===== config.mk =====
export PLATFORM = sky130hd
export DESIGN_NAME = multi_flex_clk
export DESIGN_NICKNAME = d
export VERILOG_FILES = /design/src/rtl/multi_flex_clk.sv
export SDC_FILE = /design/constraint.sdc
export NUM_CORES = 1
export LEC_CHECK = 0
export ABC_AREA = 1
export CAP_MARGIN = 25
export CORE_MARGIN = 2
export CORE_UTILIZATION = 25
export CTS_BUF_LIST = sky130_fd_sc_hd__clkbuf_2
export DETAILED_ROUTE_END_ITERATION = 12
export GPL_ROUTABILITY_DRIVEN = 1
export PLACE_DENSITY = 0.45
export SETUP_SLACK_MARGIN = 0.05
export SYNTH_ARGS = -nofsm -noshare
export SYNTH_HDL_FRONTEND = slang
export SYNTH_SLANG_ARGS = --single-unit

===== constraint.sdc =====
create_clock -name clk_20k -period 3.8 [get_ports clk_20k]
set_clock_uncertainty 0.2 [all_clocks]
set_input_delay 0.57 -clock clk_20k [delete_from_list [all_inputs] [get_ports clk_20k]]
set_output_delay 0.57 -clock clk_20k [all_outputs]
set_load 0.01 [all_outputs]

===== src/rtl/multi_flex_clk.sv =====
// multi_flex_clk: multi-channel programmable clock divider / tick generator.
// Each channel divides clk_20k by (limit+1), producing a one-cycle tick per
// period and a 50% square wave toggling on every wrap. New limits land in a
// shadow register and only take effect at a period boundary (wrap), while the
// channel sits in IDLE, or on a sync strobe, so the outputs never glitch.
module multi_flex_clk #(
  parameter int CHANNELS    = 4,
  parameter int WIDTH       = 21,
  parameter int RESET_LIMIT = 9999,
  parameter int SEL_W       = (CHANNELS > 1) ? $clog2(CHANNELS) : 1
) (
  input  logic                clk_20k,
  input  logic                rst_n,
  input  logic [CHANNELS-1:0] en,
  input  logic [CHANNELS-1:0] mode,
  input  logic                sync,
  input  logic                limit_wr,
  input  logic [SEL_W-1:0]    limit_sel,
  input  logic [WIDTH-1:0]    limit_data,
  output logic [CHANNELS-1:0] limit_pending,
  output logic [CHANNELS-1:0] slowclk,
  output logic [CHANNELS-1:0] tick,
  output logic [CHANNELS-1:0] done
);

  typedef enum logic [1:0] {
    S_IDLE = 2'd0,
    S_RUN  = 2'd1,
    S_DONE = 2'd2
  } state_t;

  localparam logic [WIDTH-1:0] LIM_RST = WIDTH'(RESET_LIMIT);

  for (genvar g = 0; g < CHANNELS; g++) begin : g_ch
    state_t           state_q, state_d;
    logic [WIDTH-1:0] count_q, count_d;
    logic [WIDTH-1:0] act_q, act_d;
    logic [WIDTH-1:0] shd_q, shd_d;
    logic             slow_q, slow_d;
    logic             tick_q, tick_d;
    logic             done_q, done_d;
    logic             pend_q, pend_d;
    logic             wr_hit;
    logic             wrap;
    logic             apply;

    // Out-of-range selects never match any channel index, so they are dropped.
    assign wr_hit = limit_wr && (limit_sel == SEL_W'(g));
    // >= rather than == so a limit lowered below the count still wraps at once.
    assign wrap   = (state_q == S_RUN) && en[g] && (count_q >= act_q);

    // State register plus all per-channel registered outputs and limits.
    always_ff @(posedge clk_20k) begin
      if (!rst_n) begin
        state_q <= S_IDLE;
        count_q <= '0;
        act_q   <= LIM_RST;
        shd_q   <= LIM_RST;
        slow_q  <= 1'b0;
        tick_q  <= 1'b0;
        done_q  <= 1'b0;
        pend_q  <= 1'b0;
      end else begin
        state_q <= state_d;
        count_q <= count_d;
        act_q   <= act_d;
        shd_q   <= shd_d;
        slow_q  <= slow_d;
        tick_q  <= tick_d;
        done_q  <= done_d;
        pend_q  <= pend_d;
      end
    end

    // Next-state: sync releases DONE, otherwise en/mode drive the transitions.
    always_comb begin
      state_d = state_q;
      if (sync) begin
        if (state_q == S_DONE) state_d = S_IDLE;
      end else begin
        unique case (state_q)
          S_IDLE:  if (en[g]) state_d = S_RUN;
          S_RUN: begin
            if (!en[g])               state_d = S_IDLE;
            else if (wrap && mode[g]) state_d = S_DONE;
          end
          S_DONE:  if (!en[g]) state_d = S_IDLE;
          default: state_d = S_IDLE;
        endcase
      end
    end

    // Counter, outputs and limit handling; a write alongside an apply stays
    // pending because the apply always copies the shadow as it was before it.
    always_comb begin
      count_d = count_q;
      slow_d  = slow_q;
      tick_d  = 1'b0;
      done_d  = done_q;
      apply   = 1'b0;
      if (sync) begin
        count_d = '0;
        slow_d  = 1'b0;
        done_d  = 1'b0;
        apply   = pend_q;
      end else begin
        unique case (state_q)
          S_IDLE: apply = pend_q;
          S_RUN: begin
            if (wrap) begin
              count_d = '0;
              tick_d  = 1'b1;
              slow_d  = ~slow_q;
              apply   = pend_q;
              if (mode[g]) done_d = 1'b1;
            end else if (en[g]) begin
              count_d = count_q + WIDTH'(1);
            end
          end
          S_DONE: begin
            count_d = '0;
            if (!en[g]) done_d = 1'b0;
          end
          default: count_d = '0;
        endcase
      end
      act_d  = apply ? shd_q : act_q;
      shd_d  = wr_hit ? limit_data : shd_q;
      pend_d = wr_hit ? 1'b1 : (apply ? 1'b0 : pend_q);
    end

    assign limit_pending[g] = pend_q;
    assign slowclk[g]       = slow_q;
    assign tick[g]          = tick_q;
    assign done[g]          = done_q;
  end

endmodule


==> summary.md <==
| Metric | Value |
|---|---|
| Hold Vio Cnt, Final | 0 |
| GRT Overall Usage | between 10 and 15% |
| Critical path startpoint category | register |
| Slew Viols, Final | 0 |
| Die width | approximately 250 µm |
| Vias per inst | between 4 and 5 |
| Endpoints failing setup | 0 |
| Post-synthesis async set-or-reset flop share | 0% |
| Number of global-route vias before repair | about 14k |
| Yosys synthesis warning count | 0 |
| Yosys reg bits | ~280 |
| RSZ-0062 raised after global routing | no |
| Post-DRT Antenna Nets | 0 |
| Status | finished, final reports clean |
| Synth cell types | 42 |
| CTS max path bufs | 3 |
| I/O pin count | approximately 50 |
| Worst Path Arrival | about 2400 ps |
| Postcts setup bufs | 0 |
| Port Buffer Count | 50 |
| Pre-Repair DR Iteration Count | 5 |
| Placed cell areas | 16,200 µm² |
| Fillers | 6,739 |
| Detailed Route Iter0 Violations | 810 |
| Peak supply drop | 0.142 mV |
| Clk sinks | between 200 and 300 |
| Cell area after synthesis | 15,100 µm² |
| Slew margin rel. | 48.5% |
| Setup TNS | 0 ps |
| WP data required | 3030 ps |
| Worst-skew pair later-pin latency | 1020 ps |
| Cells after Synth | 2,194 |
| Share of layout cells above drive strength 1 | under 10% |
| First-pass GRT wire length | 70,800 µm |
| Crit path kind | register to output port |
| Routability cong. | 0.818 |
| Fmax | between 300 and 400 MHz |
| Largest net degree at the start of global routing | 173 |
| Max-cap violation count | 0 |
| Die extent in y | 250 µm |
| Clk slew on worst S/H paths | 90 ps |
| Die area | 62,600 µm² |
| Hold/Removal Path Class | input pin to register |
| PwrDens | 376 nW/µm² |
| Fin crit share | 82.3% |
| Initial antenna violation count | 4 |
| Placed insts | between 2k and 3k |
| Avg Inst Size Synth | 6.90 µm² |
| Htree depth | 3 |
| Area grow syn2layout | 12.3% |
| Tmin final | roughly 3100 ps |
| Inserted Clock Buffers | 82 |
| Crit path capture type | output port |
| TritonCTS clock tree | built |
| Final non-filler cell total | between 3k and 4k |
| Avg WL per Cell | 13.9 µm |
| WL final | 42,900 µm |
| Net Count, Synth | 2,317 |
| Residual DRC count | 0 |
| Layout Utilization | 28.3% |
| GR Overflow Total | 0 |
| Final net count | 2,377 |
| Seq/Total Area, Yosys | 36.5% |
| Crit-path max FO | 37 |
| EDFF count, synth | 0 |
| Core Box Area | 60,100 µm² |
| Post-Layout Inst Area | 17,000 µm² |
| Vias | ~14k |
| Final HPWL DP | 30,200 µm |
| Initial Util | 25.2% |
| Root buffer cell | clkbuf_2 |
| # rows | 90 |
| Main flop type after synthesis | dfxtp_1 |
| Leakage | ~0.0075 µW |
| Tightest Pin Transition | 772 ps |
Yosys cell counts, drive strengths merged, types with 6 or more instances:
| cell type | number | area (µm²) |
|---|---|---|
| buf | 48 | 368 |
| nor3 | 23 | 130 |
| clkbuf | 50 | 188 |
| nand3 | 206 | 1080 |
| ha | 88 | 1100 |
| nand4 | 38 | 298 |
| xor2 | 17 | 149 |
| nand2 | 585 | 2290 |
| dfxtp | 276 | 5530 |
| or2 | 15 | 93.8 |
| nor2 | 227 | 920 |
| nand3b | 26 | 195 |
| xnor2 | 12 | 105 |
| inv | 253 | 950 |
| a21oi | 214 | 1090 |
| a21o | 6 | 45.0 |
| o21ai | 79 | 395 |
| o211ai | 10 | 75.1 |
per-stage QoR:
stage                     hold WS (ps)  setup slack (ps)  power, µW
after floorplan                    223              1760       3880
after global placement             234              1050       4090
after detailed placement           245               993       4110
after CTS                         43.9               517       6530
after global routing               102               515       6840
final                              153               671       6390
power breakdown:
part	total, µW	leakage (µW)	switching, µW	internal, µW
clock	2350	0.000547	1360	987
sequential	3080	0.00224	74.3	3010
combinational	957	0.00468	670	288
critical path, stage by stage, from the launching register on:
cell and delay [ps]:
dfxtp_1 310, buf_4 400, clkdlybuf4s50_1 630
routing by layer:
metal  up-vias  track usage, %  wire, µm
met5         -               0        13
met2       250            22.4     18900
met4         2            4.86       889
met1      6408            18.2     21000
li1       7248               -         -
met3        81            2.97      2030
worst paths after layout:
kind | startpoint | endpoint | slack, ps | depth (start not counted)
worst max-delay path | g_ch[3].pend_q | limit_pending[3] | 670 | 2
worst max register to register | g_ch[2].count_q[18] | g_ch[2].act_q[3] | 1210 | 12
worst min-delay path | en[3] | g_ch[3].done_q | 150 | 3
worst min register to register | g_ch[1].done_q | g_ch[1].done_q | 250 | 2
registers in the layout, indices dropped and copies added, names as in the netlist:
name and cells:
g_ch.act_q 84, g_ch.count_q 84, g_ch.done_q 4, g_ch.pend_q 4
g_ch.shd_q 84, g_ch.slow_q 4, g_ch.state_q 8, g_ch.tick_q 4
layout by cell type (no fill, tap or decap), drive strengths merged, types with 10 or more instances in the layout:
cell,Yosys,final
nor2,227,227
a21oi,214,214
nand2,585,585
o211ai,10,10
clkdlybuf4s50,0,49
ha,88,88
or2,15,15
nor3,23,23
clkbuf,50,111
clkinv,3,21
nand3,206,206
xor2,17,17
buf,48,19
inv,253,255
o21ai,79,79
nand4,38,38
nand3b,26,26
dfxtp,276,276
xnor2,12,12
cell families after synthesis:
| group | Yosys count | synth area share [%] |
|---|---|---|
| XOR/XNOR | 29 | 1.68 |
| adder cells (fa/ha/maj) | 88 | 7.27 |
| AND/OR/NAND/NOR | 1127 | 33.4 |
| AO/OA/AOI/OAI | 320 | 11.2 |
| buffers and inverters | 354 | 10.0 |
| flip-flops | 276 | 36.5 |
layout make-up:
class	count	area (µm²)	share of cell area, %
Multi-Input combinational cell	1564	8100	47.6
Sequential cell	276	5530	32.5
Tap cell	782	978	5.75
Inverter	256	961	5.65
Timing Repair Buffer	74	706	4.15
Clock buffer	111	556	3.27
Clock inverter	24	176	1.04
Antenna cell	2	5.00	0.0294
repair_timing:
item	4_1_cts	5_1_grt
endpoints found under the hold margin	126	0
hold buffers	6	0
gates resized for setup	0	0
Power figures use the tool's default switching activity.
